`config.mk`:
```
export PLATFORM = sky130hd
export DESIGN_NAME = wb_port_ctrl
export DESIGN_NICKNAME = d
export VERILOG_FILES = /design/src/rtl/wb_port_ctrl.sv
export SDC_FILE = /design/constraint.sdc
export NUM_CORES = 1
export LEC_CHECK = 0
export CORE_ASPECT_RATIO = 0.9
export CORE_MARGIN = 1.5
export CORE_UTILIZATION = 40
export DETAILED_ROUTE_END_ITERATION = 10
export PLACE_DENSITY = 0.86
export REMOVE_ABC_BUFFERS = 1
export SLEW_MARGIN = 20
export SYNTH_ARGS = -nofsm -noshare
export SYNTH_HDL_FRONTEND = slang
export SYNTH_SLANG_ARGS = --single-unit
```
`constraint.sdc`:
```
create_clock -name clk -period 3.05 [get_ports clk]
set_input_delay 0.305 -clock clk [delete_from_list [all_inputs] [get_ports clk]]
set_output_delay 0.305 -clock clk [all_outputs]
set_load 0.03 [all_outputs]
```
`src/rtl/wb_port_ctrl.sv`:
```
// wb_port_ctrl: round-robin arbiter for ALU and load write-back onto one register-file write port,
// plus a 32-cycle sweep that zeroes every register. Optional macro WB_ZERO_GUARD_EN suppresses writes to register 0.
module wb_port_ctrl (
  input  logic        clk,
  input  logic        reset,
  input  logic        clrStart,
  output logic        clrBusy,
  input  logic        aluValid,
  output logic        aluReady,
  input  logic [4:0]  aluReg,
  input  logic [31:0] aluData,
  input  logic        memValid,
  output logic        memReady,
  input  logic [4:0]  memReg,
  input  logic [31:0] memData,
  output logic        regWrite,
  output logic [4:0]  writeReg,
  output logic [31:0] writeData
);

  typedef enum logic [0:0] {ST_ARB = 1'b0, ST_CLEAR = 1'b1} state_t;
  localparam logic GNT_ALU = 1'b0;
  localparam logic GNT_MEM = 1'b1;

  state_t      state_r;
  state_t      state_s;
  logic [4:0]  sweep_cnt_r;
  logic        last_grant_r;
  logic        grant_alu_s;
  logic        grant_mem_s;
  logic        xfer_s;
  logic        xfer_we_s;
  logic [4:0]  xfer_reg_s;
  logic [31:0] xfer_data_s;
  logic        reg_write_r;
  logic [4:0]  write_reg_r;
  logic [31:0] write_data_r;
  logic        clr_busy_r;

  // State register
  always_ff @(posedge clk) begin
    if (reset) begin
      state_r <= ST_ARB;
    end else begin
      state_r <= state_s;
    end
  end

  // Next-state: a clear runs until register 31 has been presented, clrStart is ignored meanwhile
  always_comb begin
    state_s = state_r;
    case (state_r)
      ST_ARB: begin
        if (clrStart) state_s = ST_CLEAR;
        else          state_s = ST_ARB;
      end
      ST_CLEAR: begin
        if (sweep_cnt_r == 5'd31) state_s = ST_ARB;
        else                      state_s = ST_CLEAR;
      end
      default: state_s = ST_ARB;
    endcase
  end

  // Grant decode: the pointer names the last winner, so a tie goes to the other requester
  always_comb begin
    grant_alu_s = 1'b0;
    grant_mem_s = 1'b0;
    if (!reset && (state_r == ST_ARB) && !clrStart) begin
      if (aluValid && memValid) begin
        if (last_grant_r == GNT_ALU) grant_mem_s = 1'b1;
        else                         grant_alu_s = 1'b1;
      end else if (aluValid) begin
        grant_alu_s = 1'b1;
      end else if (memValid) begin
        grant_mem_s = 1'b1;
      end else begin
        grant_alu_s = 1'b0;
        grant_mem_s = 1'b0;
      end
    end else begin
      grant_alu_s = 1'b0;
      grant_mem_s = 1'b0;
    end
  end

  assign aluReady    = grant_alu_s;
  assign memReady    = grant_mem_s;
  assign xfer_s      = grant_alu_s | grant_mem_s;
  assign xfer_reg_s  = grant_mem_s ? memReg  : aluReg;
  assign xfer_data_s = grant_mem_s ? memData : aluData;

`ifdef WB_ZERO_GUARD_EN
  assign xfer_we_s = xfer_s && (xfer_reg_s != 5'd0);
`else
  assign xfer_we_s = xfer_s;
`endif

  // Write-port registers, sweep counter and round-robin pointer
  always_ff @(posedge clk) begin
    if (reset) begin
      reg_write_r  <= 1'b0;
      write_reg_r  <= 5'd0;
      write_data_r <= 32'd0;
      clr_busy_r   <= 1'b0;
      sweep_cnt_r  <= 5'd0;
      last_grant_r <= GNT_ALU;
    end else begin
      case (state_r)
        ST_ARB: begin
          if (clrStart) begin
            reg_write_r  <= 1'b1;
            write_reg_r  <= 5'd0;
            write_data_r <= 32'd0;
            clr_busy_r   <= 1'b1;
            sweep_cnt_r  <= 5'd1;
          end else if (xfer_s) begin
            reg_write_r  <= xfer_we_s;
            write_reg_r  <= xfer_reg_s;
            write_data_r <= xfer_data_s;
            clr_busy_r   <= 1'b0;
            last_grant_r <= grant_mem_s;
          end else begin
            reg_write_r <= 1'b0;
            clr_busy_r  <= 1'b0;
          end
        end
        ST_CLEAR: begin
          reg_write_r  <= 1'b1;
          write_reg_r  <= sweep_cnt_r;
          write_data_r <= 32'd0;
          clr_busy_r   <= 1'b1;
          sweep_cnt_r  <= (sweep_cnt_r == 5'd31) ? 5'd0 : sweep_cnt_r + 5'd1;
        end
        default: begin
          reg_write_r <= 1'b0;
          clr_busy_r  <= 1'b0;
        end
      endcase
    end
  end

  assign regWrite  = reg_write_r;
  assign writeReg  = write_reg_r;
  assign writeData = write_data_r;
  assign clrBusy   = clr_busy_r;

endmodule

```
==> results list <==
* Most common flop cell mapped by yosys: sky130_fd_sc_hd__dfxtp_1
* Slew Viols, Final: 0
* Clock period minus worst slack: 2.32 ns
* Standard cell with the maximum stage delay on the critical path: sky130_fd_sc_hd__clkdlybuf4s50_1
- The tree is rooted in a sky130_fd_sc_hd__clkbuf_8.
* Row cnt: 24
- Number of antenna violations at the first check in global routing: 0
- Crit-path max FO: 6
- Overall power consumption after layout is estimated at 1.31 mW.
- Wire length after detailed routing: 5310 um
* Highest metal layer with signal wires: met4
- The largest single stage delay on the critical path is 0.66 ns.
- At the end of the flow the core is filled with cells to 68.5%.
- Max clock buf depth: 2
- Hold timing on the final database bottoms out at a slack of 0.448 ns.
- In the layout the commonest cells are sky130_fd_sc_hd__clkdlybuf4s50_1, sky130_fd_sc_hd__dfxtp_1, sky130_fd_sc_hd__nand2_1, sky130_fd_sc_hd__mux2i_1, sky130_fd_sc_hd__o21ai_1.
* Post-detailed-route DRC marker count: 0
- Worst ir drop on vdd: 0.000211 V
- Classification of the worst setup path: input pin to output port
- Setup crit start kind: input pin
* Cell occurring most often along the worst timing path: sky130_fd_sc_hd__clkdlybuf4s50_1
- Number of maximum-capacitance violations: 0
- Post-synthesis sequential area ratio: 46.8%
- Switching Fraction: 25.9%
- TritonCTS built the clock tree.
- Number of port buffers: 119
- In this run, post-CTS hold repair placed 0 buffers.
- Area of the mapped netlist: 1970 sq um
- Pwr/cell area: 399 nW/um^2
- Category of cells accounting for the largest share of critical-path delay: buffers and inverters
* Largest net degree at the start of global routing: 33
- The later pin in the worst-skew pair is clocked with a latency of 0.29 ns.
- Setup violations remaining at the end of the flow were counted as 0.
* I/O Pins: 120
- The tightest min-delay check is of the flop to flop type.
- Total core area: 4800 sq um
- Post-detailed-route via-to-cell ratio: 4.90
- Die Outline Area: 5350 sq um
- Type of destination of the critical path: output port
- Layout cells sized above 1: 5.33%
- Averaged over all synthesized cells, the footprint is 8.87 sq um.
* Tcrit/Tclk final: 76.2%
- The synthesized design contains 0 enable-type register cells.
- For the worst setup path, the data required time is 2.74 ns.
* GPL Wtd Cong: 0.730
- Fin Clk Skew: 0.00780 ns
* Starting Density: 41.0%
* Cells resized by post-CTS repair: 0
* Synth cell types: 26
* Number of diodes added for antenna fixing: 0
* Met2 wirelength from detailed routing: 2650 um
- Compared with the post-synthesis result, the final layout area differs by 67.2%.
* Count of yosys warnings during synthesis: 0
- In this run the number of H-tree levels came out at 2.
* Share of total power in sequential cells: 49.3%
* Largest cells by area after synthesis: sky130_fd_sc_hd__dfxtp_1, sky130_fd_sc_hd__mux2i_1, sky130_fd_sc_hd__nand2_1
- Internal power: 0.973 mW
- Share of total power in combinational logic: 23.1%
* Placement Setup Slack: 0.725 ns
- At the worst endpoint, the arrival time is 2.02 ns.
* CTS clock-pin slew for the worst setup and hold paths: 0.08 ns
- Via count: 1,975
- Largest area contributor in the synthesized netlist: sky130_fd_sc_hd__dfxtp_1
- In this run the vertical extent of the chip is 69.6 um.
- The number of clock buffers added by TritonCTS is 5.
- The via count of the first global-routing pass is 2,014.
* Buffers plus inverters on the worst setup path: 2
- The total overflow left after global routing is 0.
- Maximum clock frequency: 0.430 GHz
* Total number of clock tree sinks: 46
* Post-CTS Setup Repair Bufs: 0
- The flow ran to the end, and the final reports show no timing, DRC or antenna violations.
- Met3 WL post-DR: 431 um
- Dpl hpwl: 4070 um
- The detailed router finished its first iteration with 102 violations.
- Cell Chain, Critical Path: clkdlybuf4s50_1 -> nor3_2 -> and3_1 -> clkdlybuf4s50_1
* Transition time at the pin with the least slew margin: 0.957 ns
- Final TNS setup: 0 ns
- The first TritonRoute pass finished after 5 iterations.
- The first global-routing pass estimated 9020 um of wire.
- The final-report hold violation count is 0.
* P_sw: 0.341 mW
- In this run the static leakage power is 1.40 nW.
* Async SR Flop Fraction: 0%
- The clock network accounts for 27.6% of the total power.
* Commonest non-fill, non-tap cell in the layout: sky130_fd_sc_hd__clkdlybuf4s50_1
- Synthesized instance count: 222
- In the final routing, the length of wire on met1 measures 2170 um.
* Relative slew slack: 36.2%
- Across all setup checks in the final design, the least slack found is 0.727 ns.
- Setup repair after global routing left no endpoint under its margin.
- For this run, the total global-route usage over all layers was measured as 21.0%.
* Synthesis-stage register bit count: 46
- Die X-Extent: 77.0 um
* Final-stage net count: 420
- The count of nets left with antenna violations once routing finished came out at 0.
* Area share of the leading cell type in the synthesized netlist: 46.8%
- In the final routed layout, each cell accounts on average for 13.2 um.
## cell type report
| type | instances | area [sq um] |
|---|---|---|
| fill | 411 | 1510 |
| clock buffer | 6 | 82.6 |
| tap | 65 | 81.3 |
| timing repair buffer | 125 | 1230 |
| inverter | 1 | 3.75 |
| multi-input combinational | 160 | 971 |
| sequential | 46 | 921 |
## through the flow
step                cell area (sq um)  std cells
floorplan                        1890        207
global placement                 3210        397
finish                           3290        403
global route                     3290        403
CTS                              3290        403
detailed placement               3210        397
## layer usage
layer	vias to the layer above	track usage (%)
li1	1012	-
met1	878	22.7
met5	-	0
met2	78	38.3
met3	7	7.24
met4	0	6.58
## cells in the mapped netlist (2+ instances only)
library cell               count
sky130_fd_sc_hd__ha_1          2
sky130_fd_sc_hd__buf_6         2
sky130_fd_sc_hd__and3_1        2
sky130_fd_sc_hd__nor2_1       14
sky130_fd_sc_hd__nand3_1       6
sky130_fd_sc_hd__clkbuf_1      5
sky130_fd_sc_hd__buf_2         6
sky130_fd_sc_hd__nand2_1      39
sky130_fd_sc_hd__a311oi_1      6
sky130_fd_sc_hd__a21oi_1      12
sky130_fd_sc_hd__mux2i_1      32
sky130_fd_sc_hd__nor3b_1       2
sky130_fd_sc_hd__o21ai_1      25
sky130_fd_sc_hd__dfxtp_1      46
sky130_fd_sc_hd__nand2b_1      3
sky130_fd_sc_hd__o21ai_0      10
## logic make-up after synthesis
kind of cell	Yosys count	share of synthesized area (%)
and+or+nand+nor	70	15.6
DFF	46	46.8
buffers and inverters	16	4.38
AOI/OAI and AO/OA	56	15.8
muxes	32	16.3
adders and majority gates	2	1.27
## worst reg2reg max path, cell delays in order, from the launching register on
cell                       delay (ns)
sky130_fd_sc_hd__dfxtp_1         0.37
sky130_fd_sc_hd__ha_1            0.25
sky130_fd_sc_hd__and3_1          0.19
sky130_fd_sc_hd__ha_1            0.16
sky130_fd_sc_hd__nand2b_1        0.22
sky130_fd_sc_hd__or3b_2          0.50
sky130_fd_sc_hd__a21oi_1         0.14
## power groups by stage
stage	Sequential [mW]	Clock [mW]	Combinational [mW]
2_1_floorplan	0.709	0	0.0776
3_3_place_gp	0.661	0	0.299
3_5_place_dp	0.662	0	0.305
4_1_cts	0.648	0.375	0.306
5_1_grt	0.653	0.400	0.325
6_report	0.648	0.363	0.303
## final timing paths
check | startpoint | endpoint | slack, ns | cells after the start
setup / recovery | clrStart | aluReady | 0.73 | 4
hold / removal | writeData[17]$_SDFFE_PP0P_ | writeData[17]$_SDFFE_PP0P_ | 0.45 | 2
setup reg to reg | sweep_cnt_r[0]$_SDFFE_PP0P_ | sweep_cnt_r[2]$_SDFFE_PP0P_ | 1.16 | 6
hold reg to reg | writeData[17]$_SDFFE_PP0P_ | writeData[17]$_SDFFE_PP0P_ | 0.45 | 2
## state kept, by name (all words and copies together), names as in the netlist
name          cells
writeReg          5
sweep_cnt_r       5
clrBusy           1
last_grant_r      1
regWrite          1
state_r           1
writeData        32
Power figures use the tool's default switching activity.
